`src/rtl/rv_pkg.sv`:
```
// rtl/rv_pkg.sv - shared register-file constants and writeback entry type
package rv_pkg;

  localparam int REG_AW = 5;
  localparam int XLEN   = 32;
  localparam logic [REG_AW-1:0] REG_ZERO = 5'd0;

  // One buffered register-file write: destination plus data
  typedef struct packed {
    logic [REG_AW-1:0] waddr;
    logic [XLEN-1:0]   wd;
  } wb_entry_t;

endpackage

```
`src/rtl/rf_wb_fifo.sv`:
```
// rtl/rf_wb_fifo.sv - small synchronous FIFO holding MDU writeback entries
module rf_wb_fifo
  import rv_pkg::*;
#(
  parameter int DEPTH = 2,
  parameter int CNT_W = $clog2(DEPTH + 1)
) (
  input  logic             clk,
  input  logic             rst,
  input  logic             push,
  input  wb_entry_t        push_data,
  input  logic             pop,
  output wb_entry_t        head,
  output logic [CNT_W-1:0] count,
  output logic             full,
  output logic             empty
);

  localparam int PTR_W = (DEPTH > 1) ? $clog2(DEPTH) : 1;

  wb_entry_t        mem [DEPTH];
  logic [PTR_W-1:0] wr_ptr;
  logic [PTR_W-1:0] rd_ptr;
  logic             do_push;
  logic             do_pop;

  assign full    = (count == CNT_W'(DEPTH));
  assign empty   = (count == '0);
  assign do_push = push & ~full;
  assign do_pop  = pop & ~empty;
  assign head    = mem[rd_ptr];

  // Storage array: written on an accepted push, never reset (contents qualified by count)
  always_ff @(posedge clk) begin
    if (do_push) begin
      mem[wr_ptr] <= push_data;
    end
  end

  // Pointers wrap naturally because DEPTH is a power of two
  always_ff @(posedge clk) begin
    if (rst) begin
      wr_ptr <= '0;
      rd_ptr <= '0;
      count  <= '0;
    end else begin
      if (do_push) wr_ptr <= wr_ptr + PTR_W'(1);
      if (do_pop)  rd_ptr <= rd_ptr + PTR_W'(1);
      case ({do_push, do_pop})
        2'b10:   count <= count + CNT_W'(1);
        2'b01:   count <= count - CNT_W'(1);
        default: count <= count;
      endcase
    end
  end

endmodule

```
`src/rtl/rf_wb_arbiter.sv`:
```
// rtl/rf_wb_arbiter.sv - shares the register-file write port between pipeline and MDU
module rf_wb_arbiter
  import rv_pkg::*;
#(
  parameter int DEPTH    = 2,
  parameter int MAX_WAIT = 4,
  parameter int AGE_W    = $clog2(MAX_WAIT + 1)
) (
  input  logic              clk,
  input  logic              rst,
  input  logic              pipe_we,
  input  logic [REG_AW-1:0] pipe_waddr,
  input  logic [XLEN-1:0]   pipe_wd,
  output logic              pipe_stall,
  input  logic              mdu_valid,
  input  logic [REG_AW-1:0] mdu_waddr,
  input  logic [XLEN-1:0]   mdu_wd,
  output logic              mdu_ready,
  input  logic              issue_valid,
  input  logic [REG_AW-1:0] issue_rd,
  input  logic [REG_AW-1:0] rs1_addr,
  input  logic [REG_AW-1:0] rs2_addr,
  output logic              rs1_busy,
  output logic              rs2_busy,
  output logic              rf_we,
  output logic [REG_AW-1:0] rf_waddr,
  output logic [XLEN-1:0]   rf_wd
);

  localparam int CNT_W = $clog2(DEPTH + 1);
  localparam int NREGS = 1 << REG_AW;
  localparam logic [AGE_W-1:0] AGE_MAX = AGE_W'(MAX_WAIT);

  wb_entry_t        push_data;
  wb_entry_t        head;
  logic [CNT_W-1:0] fifo_count;
  logic             fifo_full;
  logic             fifo_empty;
  logic [AGE_W-1:0] age;
  logic             force_mdu;
  logic             grant_mdu;
  logic             grant_pipe;
  logic [NREGS-1:0] sb;
  logic [NREGS-1:0] sb_next;

  assign push_data = '{waddr: mdu_waddr, wd: mdu_wd};
  assign mdu_ready = ~fifo_full;

  rf_wb_fifo #(
    .DEPTH (DEPTH),
    .CNT_W (CNT_W)
  ) u_fifo (
    .clk       (clk),
    .rst       (rst),
    .push      (mdu_valid),
    .push_data (push_data),
    .pop       (grant_mdu),
    .head      (head),
    .count     (fifo_count),
    .full      (fifo_full),
    .empty     (fifo_empty)
  );

  // Slot arbitration: pipeline wins unless the MDU head has waited too long or the pipe is idle
  always_comb begin
    force_mdu  = ~fifo_empty & (age >= AGE_MAX);
    grant_mdu  = ~fifo_empty & (~pipe_we | force_mdu);
    grant_pipe = pipe_we & ~grant_mdu;
    pipe_stall = pipe_we & grant_mdu;
    rf_we      = 1'b0;
    rf_waddr   = REG_ZERO;
    rf_wd      = '0;
    if (grant_mdu) begin
      rf_we    = (head.waddr != REG_ZERO);
      rf_waddr = head.waddr;
      rf_wd    = head.wd;
    end else if (grant_pipe) begin
      rf_we    = (pipe_waddr != REG_ZERO);
      rf_waddr = pipe_waddr;
      rf_wd    = pipe_wd;
    end
  end

  // Head age: counts cycles the head sat unpopped, saturating at the force threshold
  always_ff @(posedge clk) begin
    if (rst) begin
      age <= '0;
    end else if ((fifo_count == '0) || grant_mdu) begin
      age <= '0;
    end else if (age < AGE_MAX) begin
      age <= age + AGE_W'(1);
    end
  end

  // Scoreboard next state: retire on MDU grant, then a new issue to the same register re-arms it
  always_comb begin
    sb_next = sb;
    if (grant_mdu) begin
      sb_next[head.waddr] = 1'b0;
    end
    if (issue_valid && (issue_rd != REG_ZERO)) begin
      sb_next[issue_rd] = 1'b1;
    end
    sb_next[0] = 1'b0;
  end

  // Scoreboard register
  always_ff @(posedge clk) begin
    if (rst) begin
      sb <= '0;
    end else begin
      sb <= sb_next;
    end
  end

  assign rs1_busy = sb[rs1_addr];
  assign rs2_busy = sb[rs2_addr];

endmodule

```
`config.mk`:
```
export PLATFORM = sky130hd
export DESIGN_NAME = rf_wb_arbiter
export DESIGN_NICKNAME = d
export VERILOG_FILES = /design/src/rtl/rv_pkg.sv /design/src/rtl/rf_wb_fifo.sv /design/src/rtl/rf_wb_arbiter.sv
export SDC_FILE = /design/constraint.sdc
export NUM_CORES = 1
export LEC_CHECK = 0
export CAP_MARGIN = 20
export CORE_ASPECT_RATIO = 1.4
export CORE_UTILIZATION = 38
export CTS_CLUSTER_DIAMETER = 60
export DETAILED_ROUTE_END_ITERATION = 10
export PLACE_DENSITY = 0.64
export SETUP_SLACK_MARGIN = 0.02
export SYNTH_ARGS = -nofsm -noshare
export SYNTH_HDL_FRONTEND = slang
export SYNTH_SLANG_ARGS = --single-unit
```
`constraint.sdc`:
```
create_clock -name clk -period 5.5 [get_ports clk]
set_clock_uncertainty 0.15 [all_clocks]
set_input_delay 1.375 -clock clk [delete_from_list [all_inputs] [get_ports clk]]
set_output_delay 1.375 -clock clk [all_outputs]
set_load 0.05 [all_outputs]
```
==> metrics.txt <==
reg2reg setup slack 3.11 ns; # fillers 1,251; Post-synth EDFFs 74; Worst-Margin Slew 0.932 ns; n_diodes 0; initial antenna violation count 0; Slew Limit Fails 0; maximum vdd ir drop 0.000291 V; most frequent cells in the layout 97 x clkdlybuf4s50_1, 75 x nand2_1, 74 x edfxtp_1; element type at the critical path start input pin; min cycle time layout 5.20 ns; IO Port Bufs 135; CTS Hold Bufs 0; Gate Count Post-Synth 490; Max-Cap Viols 0; Total GRT Usage 19.1%; fin area 7460 sq um; largest net degree at the start of global routing 39; synthesized cell area 5500 sq um; critical path arrival 3.67 ns; number of gates resized after cts 0; CTS clk-pin slew, worst paths 0.05 ns; Final Wtd Congestion 0.850; FF-to-FF End sb[19]; drc violations 0; setup_tns 0 ns; core area 14,000 sq um; total iterations of the first detailed-routing run 4; DRT Wirelength 13,800 um; synth warn 0; RSZ-0062 raised after global routing no; CTS H-tree depth 4; critical path fanouts, max 12; Area Growth Syn to Fin 35.5%; post-DR vias/cell 5.20; Post-synth top flop edfxtp_1; full die area 15,000 sq um; Ports 136; critical path class in2out; drt wl/cell 16.9 um; crit end category primary output; TritonCTS Buffers 17; Syn Nets 586; first-pass GRT wire length 21,800 um; layout net count 720; share of layout cells above drive strength 1 18.2%; Starting Density 39.2%; crit share post-route 94.5%; vias 4,269; Die Height 144 um; hpwl dp 10,400 um; CTS tree done; leading cell type in the layout, fill and taps excluded clkdlybuf4s50_1; Pleak 2.67 nW; PwrDens 427 nW/um^2; WHS Path Cells 1; Distinct cells, synth 46; Clock Latency Late Sink 0.40 ns; final hold slack 0.279 ns; Setup Buffers After CTS 0; sequential fraction of the synthesis area 54.6%; Worst R2R Path Depth 5; # clock sinks 113; Final Hold Fails 0; Worst Hold Launch age[0]; vias in the first global route 4,410; aggregate global routing overflow 0; status finished, final reports clean; Slew HR 37.9%; num rows 51; Routed Antenna Nets 0; Post-synth ARST share 0%; CP startpoint rs2_addr[2]; Worst Path Required 3.97 ns; Seq cells post-synth 113; clk root buf clkbuf_16; Max Fclk 0.192 GHz; clock buffer depth 2; initial DRC count 192; HP Class reg2reg; Hold EP age[0]; Setup violations, final 0; synthesized area per cell 11.2 sq um; Placement Cell Area 6840 sq um; Chip Width 104 um
[metal layers]
| metal | global-route usage [%] | share of wire [%] |
|---|---|---|
| met5 | 0 | 0 |
| met4 | 7.14 | 1.7 |
| met3 | 5.99 | 7.0 |
| met2 | 35.0 | 52 |
| met1 | 20.8 | 39 |
[logic make-up after synthesis]
family,share of synthesized area (%)
AO/OA/AOI/OAI,14.5
XOR/XNOR,0.773
adder cells (fa/ha/maj),0.455
buffers and inverters,4.16
flip-flops,54.6
multiplexers,12.9
AND/OR/NAND/NOR,12.7
[how the worst max path moves through the flow]
stage          slack [ns]        end  cells past startpoint
6_report             0.30   rs2_busy                      6
5_1_grt               0.1   rs1_busy                      6
4_1_cts              0.29   rs2_busy                      6
3_5_place_dp         0.30   rs2_busy                      6
3_3_place_gp         0.31   rs1_busy                      6
2_1_floorplan        0.91  rf_wd[17]                      5
[critical path, cell delays in order]
cell and delay [ns]:
clkdlybuf4s50_1 0.85, mux2i_1 0.16, a211oi_1 0.27, nand3_1 0.11, nand4_1 0.10, clkdlybuf4s50_1 0.80
[state kept, by name (all words and copies together) (netlist names), named ones only]
register,flops
u_fifo.count,2
u_fifo.wr_ptr,1
sb,31
age,3
u_fifo.rd_ptr,1
u_fifo.mem,74
[layout make-up]
cell class	count	area (sq um)	area share, %
clock buffer	17	425	5.71
clock inverter	14	166	2.23
inverter	3	11.3	0.151
multi-input combinational	346	2290	30.7
sequential	113	3000	40.3
tap	185	231	3.10
timing repair buffer	143	1330	17.8
[per-stage QoR]
stage	setup WS (ns)	util [%]	std cells	power (mW)
after floorplan	0.908	-	490	1.83
after global placement	0.315	48.8	789	2.10
after detailed placement	0.297	48.8	789	2.12
after CTS	0.293	53.0	820	3.20
after global routing	0.0996	53.1	821	3.32
final	0.301	53.1	821	3.18
[power by group]
group / total [mW] / internal [mW] / leakage, nW / switching [mW]
Sequential: 1.10 / 1.03 / 1.01 / 0.0657
Combinational: 1.00 / 0.347 / 1.39 / 0.652
Clock: 1.08 / 0.706 / 0.271 / 0.376
Total: 3.18 / 2.09 / 2.67 / 1.09
[synth_stat cells, drive strengths merged (8+ instances only)]
master   n  area, sq um
nand2   76          285
a21oi   38          190
o21ai   79          467
nand2b   8         50.1
buf     22          190
edfxtp  74         2220
nor2    17         63.8
mux2i   55          563
dfxtp   39          781
nand3    8         40.0
(Power assumes the default switching activity.)
